`src/rtl/fact_input_ctrl_if.sv`:
```
// fact_input_ctrl_if
//   Bundles the raw board inputs and the conditioned control outputs of the
//   factorization game's input front end.
//   master : drives KEY_N/SW (board side), observes the conditioned outputs
//   slave  : the input controller itself
//   KEY_N[1:0] raw buttons, active-low ([0]=decide, [1]=clear)
//   SW[6:0]    raw switches ([1:0]=hp, [4:2]=select, [5]=ready, [6]=question)
//   HP, READY, QUE  debounced levels
//   DEC, CLR        single-cycle press pulses
//   SEL[2:0]        one-hot single-cycle select pulses
interface fact_input_ctrl_if;
    logic [1:0] KEY_N;
    logic [6:0] SW;
    logic [1:0] HP;
    logic       READY;
    logic       QUE;
    logic       DEC;
    logic       CLR;
    logic [2:0] SEL;

    modport master (
        output KEY_N, SW,
        input  HP, READY, QUE, DEC, CLR, SEL
    );

    modport slave (
        input  KEY_N, SW,
        output HP, READY, QUE, DEC, CLR, SEL
    );
endinterface

```
`src/rtl/fact_input_ctrl.sv`:
```
// fact_input_ctrl
//   Synchronizes and debounces the board buttons and switches, then turns
//   them into the level and pulse controls consumed by JOIN.
//   CLK  system clock
//   RST  synchronous active-high reset
//   bus  fact_input_ctrl_if.slave: KEY_N/SW in; HP/READY/QUE/DEC/CLR/SEL out
//   All outputs come straight from flops.
module fact_input_ctrl #(
    parameter int DEB_CNT = 15,
    parameter int CNT_W   = 4
) (
    input  logic              CLK,
    input  logic              RST,
    fact_input_ctrl_if.slave  bus
);

    // Channel map: [0]=decide key, [1]=clear key, [8:2]=SW[6:0]
    localparam int               NCH      = 9;
    localparam logic [NCH-1:0]   IDLE     = 9'b0_0000_0011;
    localparam logic [CNT_W-1:0] DEB_LAST = CNT_W'(DEB_CNT - 1);

    logic [NCH-1:0]   raw;
    logic [NCH-1:0]   sync1;
    logic [NCH-1:0]   sync2;
    logic [NCH-1:0]   stab;
    logic [CNT_W-1:0] cnt [NCH];

    logic [1:0] key_prev;
    logic [2:0] sel_prev;
    logic [2:0] pending;
    logic       dec_q;
    logic       clr_q;
    logic [2:0] sel_q;

    logic       armed;
    logic       dec_event;
    logic       clr_event;
    logic [2:0] sel_edge;
    logic [2:0] pend_all;
    logic [2:0] lowest;

    assign raw = {bus.SW, bus.KEY_N};

    // Debounce: a channel's stable value only follows the synchronized value
    // after DEB_CNT consecutive cycles of disagreement.
    always_ff @(posedge CLK) begin
        if (RST) begin
            sync1 <= IDLE;
            sync2 <= IDLE;
            stab  <= IDLE;
            for (int i = 0; i < NCH; i++) begin
                cnt[i] <= '0;
            end
        end else begin
            sync1 <= raw;
            sync2 <= sync1;
            for (int i = 0; i < NCH; i++) begin
                if (sync2[i] == stab[i]) begin
                    cnt[i] <= '0;
                end else if (cnt[i] == DEB_LAST) begin
                    // this increment would reach DEB_CNT: commit the new value
                    stab[i] <= sync2[i];
                    cnt[i]  <= '0;
                end else begin
                    cnt[i] <= cnt[i] + 1'b1;
                end
            end
        end
    end

    always_comb begin
        armed     = stab[7] & stab[8];
        dec_event = key_prev[0] & ~stab[0];
        clr_event = key_prev[1] & ~stab[1];
        sel_edge  = stab[6:4] & ~sel_prev;
        pend_all  = pending | sel_edge;
        // isolate the lowest set bit so SEL is never multi-hot
        lowest    = pend_all & (~pend_all + 3'd1);
    end

    always_ff @(posedge CLK) begin
        if (RST) begin
            key_prev <= 2'b11;
            sel_prev <= 3'b000;
            pending  <= 3'b000;
            dec_q    <= 1'b0;
            clr_q    <= 1'b0;
            sel_q    <= 3'b000;
        end else begin
            key_prev <= stab[1:0];
            sel_prev <= stab[6:4];
            clr_q    <= clr_event;
            // a clear in the same cycle wins over decide
            dec_q    <= dec_event & armed & ~clr_event;
            if (!armed || clr_event) begin
                pending <= 3'b000;
                sel_q   <= 3'b000;
            end else begin
                pending <= pend_all & ~lowest;
                sel_q   <= lowest;
            end
        end
    end

    assign bus.HP    = stab[3:2];
    assign bus.READY = stab[7];
    assign bus.QUE   = stab[8];
    assign bus.DEC   = dec_q;
    assign bus.CLR   = clr_q;
    assign bus.SEL   = sel_q;

endmodule

```
`src/flat_wrapper.sv`:
```
// flat-port wrapper written by rule: the top's interface ports become plain ports
module fact_input_ctrl_flat 
#(
    parameter int DEB_CNT = 15,
    parameter int CNT_W   = 4
)
  (CLK, RST, bus_KEY_N, bus_SW, bus_HP, bus_READY, bus_QUE, bus_DEC, bus_CLR, bus_SEL);
  fact_input_ctrl_if bus_i ();
  input  logic CLK;
  input  logic RST;
  input wire logic [$bits(bus_i.KEY_N)-1:0] bus_KEY_N;
  input wire logic [$bits(bus_i.SW)-1:0] bus_SW;
  output wire logic [$bits(bus_i.HP)-1:0] bus_HP;
  output wire logic [$bits(bus_i.READY)-1:0] bus_READY;
  output wire logic [$bits(bus_i.QUE)-1:0] bus_QUE;
  output wire logic [$bits(bus_i.DEC)-1:0] bus_DEC;
  output wire logic [$bits(bus_i.CLR)-1:0] bus_CLR;
  output wire logic [$bits(bus_i.SEL)-1:0] bus_SEL;
  assign bus_i.KEY_N = bus_KEY_N;
  assign bus_i.SW = bus_SW;
  assign bus_HP = bus_i.HP;
  assign bus_READY = bus_i.READY;
  assign bus_QUE = bus_i.QUE;
  assign bus_DEC = bus_i.DEC;
  assign bus_CLR = bus_i.CLR;
  assign bus_SEL = bus_i.SEL;
  fact_input_ctrl #(.DEB_CNT(DEB_CNT), .CNT_W(CNT_W)) u_core (.CLK(CLK), .RST(RST), .bus(bus_i));
endmodule
```
`config.mk`:
```
export PLATFORM = sky130hd
export DESIGN_NAME = fact_input_ctrl_flat
export DESIGN_NICKNAME = d
export VERILOG_FILES = /design/src/rtl/fact_input_ctrl_if.sv /design/src/rtl/fact_input_ctrl.sv /design/src/flat_wrapper.sv
export SDC_FILE = /design/constraint.sdc
export NUM_CORES = 1
export LEC_CHECK = 0
export ABC_CLOCK_PERIOD_IN_PS = 2700
export CAP_MARGIN = 5
export CORE_ASPECT_RATIO = 1.75
export CORE_MARGIN = 2
export CORE_UTILIZATION = 40
export CTS_CLUSTER_SIZE = 16
export DETAILED_ROUTE_END_ITERATION = 8
export PLACE_DENSITY_LB_ADDON = 0.2
export RECOVER_POWER = 100
export SLEW_MARGIN = 40
export SYNTH_ARGS = -nofsm -noshare
export SYNTH_HDL_FRONTEND = slang
export SYNTH_SLANG_ARGS = --single-unit
```
`constraint.sdc`:
```
create_clock -name CLK -period 2.7 [get_ports CLK]
set_clock_uncertainty 0.15 [all_clocks]
set_input_delay 0.675 -clock CLK [delete_from_list [all_inputs] [get_ports CLK]]
set_output_delay 0.675 -clock CLK [all_outputs]
set_load 0.02 [all_outputs]
```
==> summary.md <==
| Metric | Value |
|---|---|
| Final setup viols | 0 |
| H-tree levels | 3 |
| CP max stage cell | dlygate4sd3_1 |
| CP Max Fanout | 5 |
| Met2 WL | 2.07 mm |
| Hold_sp | u_core.sync1[1] |
| Netlist cell types | 23 |
| Total Nets Final | 346 |
| #FFs+latches synth | 75 |
| Static leakage | 1.60 nW |
| I/O pin cnt | 20 |
| Area contributors post-synth | edfxtp_1 (35%), dfxtp_1 (25%), ha_1 (7.3%), nor2_1 (5.5%), xor2_1 (5.1%) |
| Final worst path period share | 84.5% |
| Largest area contributor in the netlist | edfxtp_1 |
| Filler Cells Inserted | 699 |
| Final WL | 4.17 mm |
| Worst r2r src | u_core.cnt[1][0] |
| TritonCTS Buffers | 9 |
| Power Density | 648 mW/mm² |
| Seq/Total Area, Yosys | 60.6% |
| CP max stage delay | 0.71 ns |
| Initial antenna violation count | 0 |
| Vias in the first global route | 1820 |
| Top Layer Used | met4 |
| Die X | 70.2 µm |
| Final WS setup | 0.419 ns |
| Synth Instances | 257 |
| WL met3 | 144 µm |
| Setup Crit Path Kind | register to primary output |
| Clock sink total | 75 |
| Global-route wire length before repair | 7.74 mm |
| Delay-heaviest family, CP | buffers and inverters |
| FMAX | 438 MHz |
| Rows | 42 |
| Max clock buf depth | 2 |
| Met1 wire length | 1.81 mm |
| Top cell type's share of synthesized area | 35.2% |
| Initial Utilization | 40.9% |
| Clk slew on worst S/H paths | 0.05 ns |
| Maximum vdd drop | 0.333 mV |
| RSZ-0062 raised after global routing | false |
| Clock root buffer | clkbuf_16 |
| Sw Ratio | 19.8% |
| Port bufs | 19 |
| Worst setup endpoint | bus_QUE |
| # hold bufs at CTS | 0 |
| Mapped Avg Cell Area | 12.0 µm² |
| Area grow syn2layout | 21.8% |
| GP Congestion | 0.672 |
| Share of cells above drive strength 1 | 6.83% |
| Critical path endpoint category | primary output |
| P_int | 1.95 mW |
| Drt via density | 4.41 |
| Mapped Area | 0.00307 mm² |
| Sequential share of power | 51.8% |
| Startpoint Class | register |
| Setup Buffers After CTS | 0 |
| Switching power | 0.481 mW |
| DP Worst Slack | 0.564 ns |
| Crit-path cells | dlygate4sd3_1 |
| Critical Path AT | 1.46 ns |
| Worst reg2reg setup slack | 1.28 ns |
| Hold Crit Class | register to register |
| Iter 0 DRT Violations | 70 |
| Crit path time final | 2.28 ns |
| Final ANT Viol Nets | 0 |
| Maxcap violations | 0 |
| Final hold violation count | 0 |
| Worst path depth | 1 |
| Slew headroom | 49.8% |
| Fin. max-slew vios | 0 |
| Clock latency on the worst-skew pair | 0.33 ns |
| GR Overflow Total | 0 |
| Vias | 1808 |
| Total GRT Usage | 12.0% |
| Critical R2R Capture | u_core.cnt[1][3] |
| Setup_tns | 0 ns |
| Die Ht | 120 µm |
| Core ar. | 0.00751 mm² |
| Cells on worst reg2reg path | 5 |
| Full die area | 0.00842 mm² |
| CTS tree | yes |
| Crit. Startpoint | u_core.stab[8] |
| Yosys warnings | 0 |
| Clk pwr share | 44.6% |
| Critical path data required time | 1.88 ns |
| CTS resizes | 0 |
| Dpl hpwl | 2.93 mm |
| DRC viols | 0 |
| Largest net degree at the start of global routing | 43 |
| Status | finished, final reports clean |
| Combinational power share | 3.7% |
| Multi-input logic area | 0.00126 mm² |
| First-pass DRT Iterations | 4 |
| Worst Max-Slew Pin Slew | 0.754 ns |
| Buffers plus inverters on the worst setup path | 1 |
| Register area | 0.00186 mm² |
| Wirelength per Cell | 10.2 µm |
| N_diodes | 0 |
[power by group through the flow]
stage / combinational, mW / sequential, mW / clock (mW)
floorplan: 0.0652 / 1.27 / 0
global placement: 0.0921 / 1.28 / 0
global route: 0.105 / 1.26 / 1.16
finish: 0.0894 / 1.26 / 1.08
detailed placement: 0.0924 / 1.28 / 0
CTS: 0.0936 / 1.26 / 1.12
[registers in the layout, summed over array words and instances (netlist names), 2 cells and up]
| name | cells |
|---|---|
| u_core.sel_prev | 3 |
| u_core.sync2 | 9 |
| u_core.stab | 9 |
| u_core.pending | 2 |
| u_core.sync1 | 9 |
| u_core.bus.SEL | 3 |
| u_core.cnt | 36 |
| u_core.key_prev | 2 |
[worst min-delay path by stage]
stage / endpoint / slack (ns) / depth (start not counted)
after CTS: u_core.sync2[1] / 0.26 / 1
after global placement: u_core.sync2[1] / 0.24 / 1
after floorplan: u_core.sync2[0] / 0.24 / 1
after global routing: u_core.sync2[1] / 0.27 / 1
after detailed placement: u_core.sync2[1] / 0.24 / 1
final: u_core.sync2[1] / 0.25 / 1
[cell usage in the layout, fill, tap and decap left out, drive strengths merged]
cell / n
nor2: 45
dfxtp: 39
edfxtp: 36
conb: 36
nor2b: 20
nand3: 19
xor2: 18
ha: 18
clkbuf: 15
inv: 11
dlygate4sd3: 10
mux2i: 9
nand3b: 9
xnor2: 9
clkdlybuf4s50: 9
or2: 6
nand2b: 3
a21oi: 2
nor3b: 2
nor3: 2
clkinv: 2
or2b: 1
o2111ai: 1
[through the flow]
| stage | std cells | area [µm²] | hold WS, ns | utilization, % | total power, mW |
|---|---|---|---|---|---|
| floorplan | 292 | 3200 | 0.239 | - | 1.34 |
| global placement | 394 | 3490 | 0.245 | 46.4 | 1.37 |
| detailed placement | 394 | 3490 | 0.243 | 46.4 | 1.37 |
| CTS | 410 | 3760 | 0.256 | 50.1 | 2.47 |
| global route | 410 | 3740 | 0.267 | 49.8 | 2.52 |
| finish | 410 | 3740 | 0.255 | 49.8 | 2.43 |
[layer usage]
| metal | vias up | global-route usage (%) |
|---|---|---|
| met3 | 10 | 3.86 |
| met1 | 841 | 12.8 |
| li1 | 936 | - |
| met5 | - | 0 |
| met2 | 21 | 19.6 |
| met4 | 0 | 8.29 |
[logic make-up after synthesis]
kind of cell	synth area share, %
and+or+nand+nor	18.2
DFF	60.6
xor gates and xnor gates	7.70
adders and majority gates	7.33
buffers and inverters	2.48
muxes	2.93
AOI/OAI and AO/OA	0.611
other	0.122
[synth_stat cells]
library cell / number
o2111ai_1: 1
dfxtp_1: 39
or2_2: 6
buf_4: 2
nand3b_1: 9
nand3_2: 1
conb_1: 1
nor2b_4: 1
xnor2_1: 9
or2b_2: 1
xor2_1: 18
a21oi_1: 2
nor2_1: 45
buf_2: 4
nand3_1: 18
nor3_1: 2
nand2b_1: 3
inv_1: 11
nor3b_1: 2
edfxtp_1: 36
ha_1: 18
mux2i_1: 9
nor2b_1: 19
[layout make-up]
| cell class | instances | share of cell area (%) |
|---|---|---|
| clock buffer | 14 | 7.05 |
| tap | 88 | 2.94 |
| timing repair buffer | 20 | 5.22 |
| inverter | 11 | 1.10 |
| clock inverter | 2 | 0.267 |
| multi-input combinational | 200 | 33.7 |
| sequential | 75 | 49.7 |
No activity file was read; power rests on OpenSTA's default activity.
